### src/rtl/oam_pkg.sv
// Shared definitions for the OAM DMA block: entry geometry, field
// offsets inside a 32-bit sprite entry, and the transfer FSM states.
package oam_pkg;

    localparam int OAM_ENTRIES = 64;
    localparam int ENTRY_W     = 32;
    localparam int ADDR_W      = 6;
    localparam int FIELD_W     = 8;

    // Entry layout: {pal, tile, y, x}
    localparam int X_LSB    = 0;
    localparam int Y_LSB    = 8;
    localparam int TILE_LSB = 16;
    localparam int PAL_LSB  = 24;

    typedef enum logic [1:0] {
        IDLE  = 2'd0,
        FETCH = 2'd1,
        DRIVE = 2'd2,
        DONE  = 2'd3
    } state_t;

endpackage

### src/rtl/shadow_oam_ram.sv
// Shadow OAM: 64 x 32 storage, one write port and one synchronous
// read-first read port. The read register only updates on i_re so the
// fetched entry stays stable while it is being driven to the PPU.
module shadow_oam_ram
    import oam_pkg::*;
(
    input  logic                CLOCK_50,
    input  logic                reset_n,
    input  logic                i_we,
    input  logic [ADDR_W-1:0]   i_waddr,
    input  logic [ENTRY_W-1:0]  i_wdata,
    input  logic                i_re,
    input  logic [ADDR_W-1:0]   i_raddr,
    output logic [ENTRY_W-1:0]  o_rdata
);

    logic [ENTRY_W-1:0] r_mem [OAM_ENTRIES];
    logic [ENTRY_W-1:0] r_rdata;

    // Storage array: contents survive reset.
    always_ff @(posedge CLOCK_50) begin
        if (i_we) begin
            r_mem[i_waddr] <= i_wdata;
        end
    end

    // Registered read; same-cycle write to the same entry returns old data.
    always_ff @(posedge CLOCK_50 or negedge reset_n) begin
        if (!reset_n) begin
            r_rdata <= '0;
        end else if (i_re) begin
            r_rdata <= r_mem[i_raddr];
        end
    end

    assign o_rdata = r_rdata;

endmodule

### src/rtl/oam_dma.sv
// OAM DMA: copies NUM_SPRITES shadow entries to the PPU OAM, holding each
// write for HOLD_CYCLES clocks. Triggered by dma_start and, when the macro
// OAM_DMA_VSYNC_TRIG_EN is defined, by a synchronized vsync falling edge.
module oam_dma
    import oam_pkg::*;
#(
    parameter int NUM_SPRITES = 64,
    parameter int HOLD_CYCLES = 4
)(
    input  logic         CLOCK_50,
    input  logic         reset_n,
    input  logic         vsync,
    input  logic         dma_start,
    input  logic         sh_we,
    input  logic [5:0]   sh_addr,
    input  logic [31:0]  sh_data,
    output logic [31:0]  cpu_oam_data,
    output logic [5:0]   cpu_oam_addr,
    output logic         cpu_write,
    output logic         busy,
    output logic         frame_done,
    output logic         overrun
);

    localparam logic [ADDR_W-1:0] LAST_IDX  = ADDR_W'(NUM_SPRITES - 1);
    localparam logic [3:0]        LAST_HOLD = 4'(HOLD_CYCLES - 1);

    state_t              r_state;
    state_t              w_next;
    logic [ADDR_W-1:0]   r_index;
    logic [3:0]          r_hold;
    logic [ADDR_W-1:0]   r_addr;
    logic                r_overrun;
    logic                w_vs_fall;
    logic                w_trigger;
    logic                w_rd_en;
    logic [ENTRY_W-1:0]  w_rd_data;

`ifdef OAM_DMA_VSYNC_TRIG_EN
    logic r_vs_s1;
    logic r_vs_s2;
    logic r_vs_prev;

    // Two-flop synchronizer plus one delay stage for falling-edge detect.
    always_ff @(posedge CLOCK_50 or negedge reset_n) begin
        if (!reset_n) begin
            r_vs_s1   <= 1'b1;
            r_vs_s2   <= 1'b1;
            r_vs_prev <= 1'b1;
        end else begin
            r_vs_s1   <= vsync;
            r_vs_s2   <= r_vs_s1;
            r_vs_prev <= r_vs_s2;
        end
    end

    assign w_vs_fall = r_vs_prev & ~r_vs_s2;
`else
    logic w_unused_vsync;
    assign w_unused_vsync = vsync;
    assign w_vs_fall      = 1'b0;
`endif

    // Both sources OR together so a coincident edge and request start one transfer.
    assign w_trigger = dma_start | w_vs_fall;
    assign w_rd_en   = (r_state == FETCH);

    shadow_oam_ram u_shadow (
        .CLOCK_50 (CLOCK_50),
        .reset_n  (reset_n),
        .i_we     (sh_we),
        .i_waddr  (sh_addr),
        .i_wdata  (sh_data),
        .i_re     (w_rd_en),
        .i_raddr  (r_index),
        .o_rdata  (w_rd_data)
    );

    // FSM state register.
    always_ff @(posedge CLOCK_50 or negedge reset_n) begin
        if (!reset_n) begin
            r_state <= IDLE;
        end else begin
            r_state <= w_next;
        end
    end

    // Next-state and Moore outputs.
    always_comb begin
        w_next     = r_state;
        cpu_write  = 1'b0;
        busy       = 1'b1;
        frame_done = 1'b0;
        case (r_state)
            IDLE: begin
                busy = 1'b0;
                if (w_trigger) begin
                    w_next = FETCH;
                end
            end
            FETCH: begin
                w_next = DRIVE;
            end
            DRIVE: begin
                cpu_write = 1'b1;
                if (r_hold == LAST_HOLD) begin
                    w_next = (r_index == LAST_IDX) ? DONE : FETCH;
                end
            end
            DONE: begin
                frame_done = 1'b1;
                w_next     = IDLE;
            end
            default: begin
                w_next = IDLE;
            end
        endcase
    end

    // Entry index, hold counter and latched PPU address.
    always_ff @(posedge CLOCK_50 or negedge reset_n) begin
        if (!reset_n) begin
            r_index <= '0;
            r_hold  <= '0;
            r_addr  <= '0;
        end else begin
            case (r_state)
                IDLE: begin
                    if (w_trigger) begin
                        r_index <= '0;
                    end
                end
                FETCH: begin
                    r_hold <= '0;
                    r_addr <= r_index;
                end
                DRIVE: begin
                    if (r_hold == LAST_HOLD) begin
                        if (r_index != LAST_IDX) begin
                            r_index <= r_index + 6'd1;
                        end
                    end else begin
                        r_hold <= r_hold + 4'd1;
                    end
                end
                default: begin
                end
            endcase
        end
    end

    // Sticky flag: a trigger arrived while a transfer was already running.
    always_ff @(posedge CLOCK_50 or negedge reset_n) begin
        if (!reset_n) begin
            r_overrun <= 1'b0;
        end else if (w_trigger && (r_state != IDLE)) begin
            r_overrun <= 1'b1;
        end
    end

    assign cpu_oam_data = w_rd_data;
    assign cpu_oam_addr = r_addr;
    assign overrun      = r_overrun;

endmodule

### config.mk
export PLATFORM = sky130hd
export DESIGN_NAME = oam_dma
export DESIGN_NICKNAME = d
export VERILOG_FILES = /design/src/rtl/oam_pkg.sv /design/src/rtl/shadow_oam_ram.sv /design/src/rtl/oam_dma.sv
export SDC_FILE = /design/constraint.sdc
export NUM_CORES = 2
export LEC_CHECK = 0
export ABC_AREA = 1
export ABC_CLOCK_PERIOD_IN_PS = 1600
export CELL_PAD_IN_SITES_DETAIL_PLACEMENT = 1
export CELL_PAD_IN_SITES_GLOBAL_PLACEMENT = 1
export CORE_UTILIZATION = 40
export DETAILED_ROUTE_END_ITERATION = 7
export PLACE_DENSITY_LB_ADDON = 0.1
export SETUP_SLACK_MARGIN = 0.2
export SLEW_MARGIN = 10
export SYNTH_ARGS = -nofsm -noshare
export SYNTH_HDL_FRONTEND = slang
export SYNTH_SLANG_ARGS = --single-unit
### constraint.sdc
create_clock -name CLOCK_50 -period 1.6 [get_ports CLOCK_50]
set_input_delay 0.32 -clock CLOCK_50 [delete_from_list [all_inputs] [get_ports CLOCK_50]]
set_output_delay 0.32 -clock CLOCK_50 [all_outputs]
set_load 0.05 [all_outputs]
**Word-level counts from Yosys, hierarchy flattened**

Memories as Yosys holds them, arrays and structs flattened. A register that Yosys moved wholly into a read port is not among the register bits.
Cells that the tools add are included.

- Reductions and logical operators: 9
- Equal/unequal tests: 10
- Muxes and demuxes: 15
- Add/sub/neg operators: 2

Operator list:

| cell | number |
|---|---|
| 6-bit two-way mux | 3 |
| 6-bit one-hot mux with 2 select lines | 1 |
| 2-bit inequality test, second input constant | 4 |
| 2-bit one-hot mux with 4 select lines | 1 |
| 4-bit one-hot mux with 2 select lines | 1 |
| 6-bit by 1-bit adder with 6-bit output, second input constant | 1 |
| 6-bit == test, second input constant | 1 |
| 2-bit two-way mux | 3 |
| 6-bit inequality test, second input constant | 1 |
| 2-bit nonzero test | 3 |
| 1-bit two-way mux | 5 |
| 4-bit by 1-bit adder with 4-bit output, second input constant | 1 |
| 2-bit == test, second input constant | 2 |
| 4-bit by 2-bit == test with 1-bit output, second input constant | 1 |
| 4-bit two-way mux | 1 |
| 2-bit AND reduction | 2 |
| 4-bit AND reduction | 1 |
| 2-bit by 1-bit == test with 1-bit output, second input constant | 1 |
| 2-bit zero test | 1 |
| 1-bit logical AND | 1 |
| 1-bit zero test | 1 |

- RAM bits: 2048
- Word-level logic and storage cells: 42
- Register bits: 19
- Output and inout bits: 42
- Memories: 1

Memory list:

| name | depth | width | read ports | clocked after memory_dff | wr ports | line | RTL |
|---|---|---|---|---|---|---|---|
| u_shadow.r_mem | 64 | 32 | 1 | 1 | 1 | shadow_oam_ram.sv:17 | `logic [ENTRY_W-1:0] r_mem [OAM_ENTRIES];` |

**Depth between registers and ports, before layout**

- Depth in word-level cells: 4
- Mapped depth: 15
- Mapped depth without buffers: 12

**Hierarchy**

Synthesis repeated with hierarchy kept, for this count alone.

- Cell total of the unflattened synthesis: 6862
- Area total of the unflattened synthesis: 84123.2 um2

Modules (own cells, without submodules):

| module | sequential area each (um2) | times used | cells each | area an instance (um2) |
|---|---|---|---|---|
| shadow_oam_ram | 62299.8 | 1 | 6757 | 83174.8 |
| oam_dma | 475.5 | 1 | 105 | 948.4 |

**Worst setup path after synthesis**

No wires, ideal clock.

- Path kind: in2reg
- From: input port sh_we
- To: memory u_shadow.r_mem[0][0], enable pin
- Slack: -1.043 ns
- Arrival time: 2.222 ns
- Buffers on the path: 1
- Stages: 3
- Cell sequence: clkbuf_1 nand4_1 nor2_1

- Longest elaborated chain between the ends: 2

Ends and longest elaborated chain:

| what | line | RTL |
|---|---|---|
| from (decl) | oam_dma.sv:14 | `input logic sh_we,` |
| 1-bit two-way mux | shadow_oam_ram.sv:22 | `if (i_we) begin` |
| 1-bit two-way mux (not written as such) | shadow_oam_ram.sv:23 | `r_mem[i_waddr] <= i_wdata;` |
| to (decl) | shadow_oam_ram.sv:17 |  |

No other way between the ends.

==> results.toml <==
[drt]
routedWlPerCell_microns = 27.4
via_per_inst = 5.40
drt-total-wl_microns = 320000
drc = 0
first_pass_iters = 5
ant_nets = 0
num_vias = 63300
drt_iter0_drc = 6025

[clocking]
cts_buffer_depth = 3
htree_levels = 4
clock_sinks = 2099
cts_tree = "yes"
clkLatencyLatePin_ns = 0.90
cts_buffers = 223
cts_root_buf = "clkbuf_16"
clk_pin_slew_ns = 0.06

[pwr]
leakagePower_nw = 43.1
cellPowerDensity_nw_per_um2 = 1530
p_total_w = 0.169
vdd_drop_max_mv = 1.42

[timing]
worst_pin_slew_ns = 0.715
rsz0062_at_grt = "yes"
setup_violations = 81
clock-skew-final_ns = 0.0297
finalCritPeriodShare_pct = 149
drv_slew = 0
max_freq_mhz = 420
fin_crit_ns = 2.38
timing.hold.ws_ns = 0.169
finalHoldViolCount = 0
fin_ws_ns = -0.782
max_slew_margin_pct = 52.3

[placement]
pre_cts_ws_ns = -1.49
hpwl_microns = 191000
gp_congestion = 0.836
io_buffer_count = 83

[global_routing]
overflow = 0
track_usage_pct = 28.5
grt_max_degree = 65
antenna_found_initial = 8
first_global_vias = 64317
grt_pass1_wl_microns = 451000

[logic_synthesis]
synth_top_family_by_area = "simple AND/OR/NAND/NOR gates"
syn_area_sq_um = 87000
muxShareOfSynthArea_pct = 0
synth.ff_latch_count = 2099
yosys.area_share.simple_pct = 20.2
synth_xor_area_share_pct = 0.0201
ys_seq_area_share_pct = 72.1
synth_cells = 7981
synth_area_per_cell_sq_um = 10.9
syn-num-nets = 8026
synth_fa_ha_area_share_pct = 0.0288
ys_warn_count = 0
synth_cell_types = 28
synth_compound_area_share_pct = 2.95

[layout]
fillers = 22235
final_cell_mix = "nand2_1, edfxtp_1, nor2_1"
layout-drive-gt1-share_pct = 19.2
nets = 8728
area_delta_synth_final_pct = 27.2
utilization_pct = 51.4
layout.cells.most_common = "nand2_1"
multiInputGateArea_sq_um = 22200
register_area_sq_um = 62800

[floorplan]
num_rows = 170
dieArea_sq_um = 219000
core_area_sq_um = 215000
initial_core_util_pct = 40.4
chipHeight_microns = 468
die_x_microns = 468
io_pins = 85

[critical_path]
crit_arrival_ns = 3.15
worst_ep_required_time_ns = 2.37
cp-end-kind = "register"
crit_fanout = 8
start_kind = "register"
path_class = "reg2reg"

[flow_run]
cap_viol_max_count = 0

[min_path]
hp-class = "in2reg"

[status]
violations = "negative setup slack"
status = "complete, but fails checks"
## per-stage QoR
stage / instances / TNS [ns] / area (sq um)
floorplan: 7981 / -1212.20 / 87300
global placement: 11124 / -1282.96 / 98800
detailed placement: 11124 / -1326.39 / 98800
CTS: 11636 / -38.34 / 109000
global route: 11714 / -40.38 / 111000
finish: 11718 / -36.83 / 111000
## per-layer routing
metal / track usage, % / share of wire, % / vias to the layer above
li1: - / - / 28148
met1: 39.4 / 43 / 32659
met2: 46.6 / 48 / 2057
met3: 3.39 / 5.8 / 436
met4: 10.1 / 3.3 / 0
met5: 0 / 0 / -
## sequential cells by signal (all words and copies together), names as in the netlist
register,count
r_hold,4
overrun,1
u_shadow.o_rdata,32
u_shadow.r_mem,2048
cpu_oam_addr,6
r_state,2
r_index,6
## cells in the mapped netlist (all sizes together)
library cell	count	area [sq um]
nand3	751	3760
clkinv	2	7.51
o21ai	344	1720
nor3	1	5.00
or2	64	400
edfxtp	2048	61500
inv	544	2040
nand3b	1	7.51
nor2	925	3470
xor2	1	8.76
a21o	1	7.51
ha	2	25.0
o31ai	1	7.51
nand2	2633	9880
clkbuf	156	586
dfrtp	51	1280
a21oi	164	821
xnor2	1	8.76
o22ai	1	6.26
buf	280	1410
nand4	10	62.6
## power breakdown
group / switching, W / internal [W]
Sequential: 0.00130 / 0.0613
Combinational: 0.0347 / 0.0214
Clock: 0.0222 / 0.0284
## cell type report
class	count	share of cell area, %
timing repair buffer	911	11.7
sequential	2099	56.7
clock inverter	130	0.907
tap	2838	3.21
antenna	6	0.0136
clock buffer	286	5.44
inverter	546	1.91
timing repair inverter	2	0.0181
multi-input combinational	4900	20.1
## worst max-delay path: stages (launching register included)
cell and delay, ns:
dfrtp_4 0.53, buf_12 0.19, buf_16 0.17, buf_12 0.14, buf_12 0.13, buf_8 0.13, nand2_2 0.06, nand2_2 0.05
nand2_2 0.07, a21oi_2 0.06, nor2_2 0.13, buf_4 0.14, nand2_2 0.05, buf_6 0.13, a21oi_4 0.20, nor2_1 0.07
## final timing paths
kind	cells past startpoint	slack, ns	from	to
worst min-delay path	3	0.17	dma_start	overrun
max in group asynchronous	4	0.57	reset_n	r_index[1]
worst min register to register	1	0.49	overrun	overrun
worst max register to register	15	-0.78	r_index[0]	u_shadow.o_rdata[7]
min in group asynchronous	4	0.54	reset_n	u_shadow.o_rdata[18]
worst max-delay path	15	-0.78	r_index[0]	u_shadow.o_rdata[7]
## kinds of logic after synthesis
family,Yosys count
simple gates,4385
buf+inv,982
xor+xnor,2
compound gates,511
flops,2099
fa+ha+maj,2
## timing repair
action / in CTS / in global routing
gates cloned: 24 / 31
gates resized for setup: 360 / 291
pin swaps: 113 / 145
setup endpoints to repair: 105 / 329
hold buffers: 33 / 0
setup buffers: 39 / 45
endpoints found under the hold margin: 1441 / 0
Note: power is estimated with default switching activity, not from simulation.
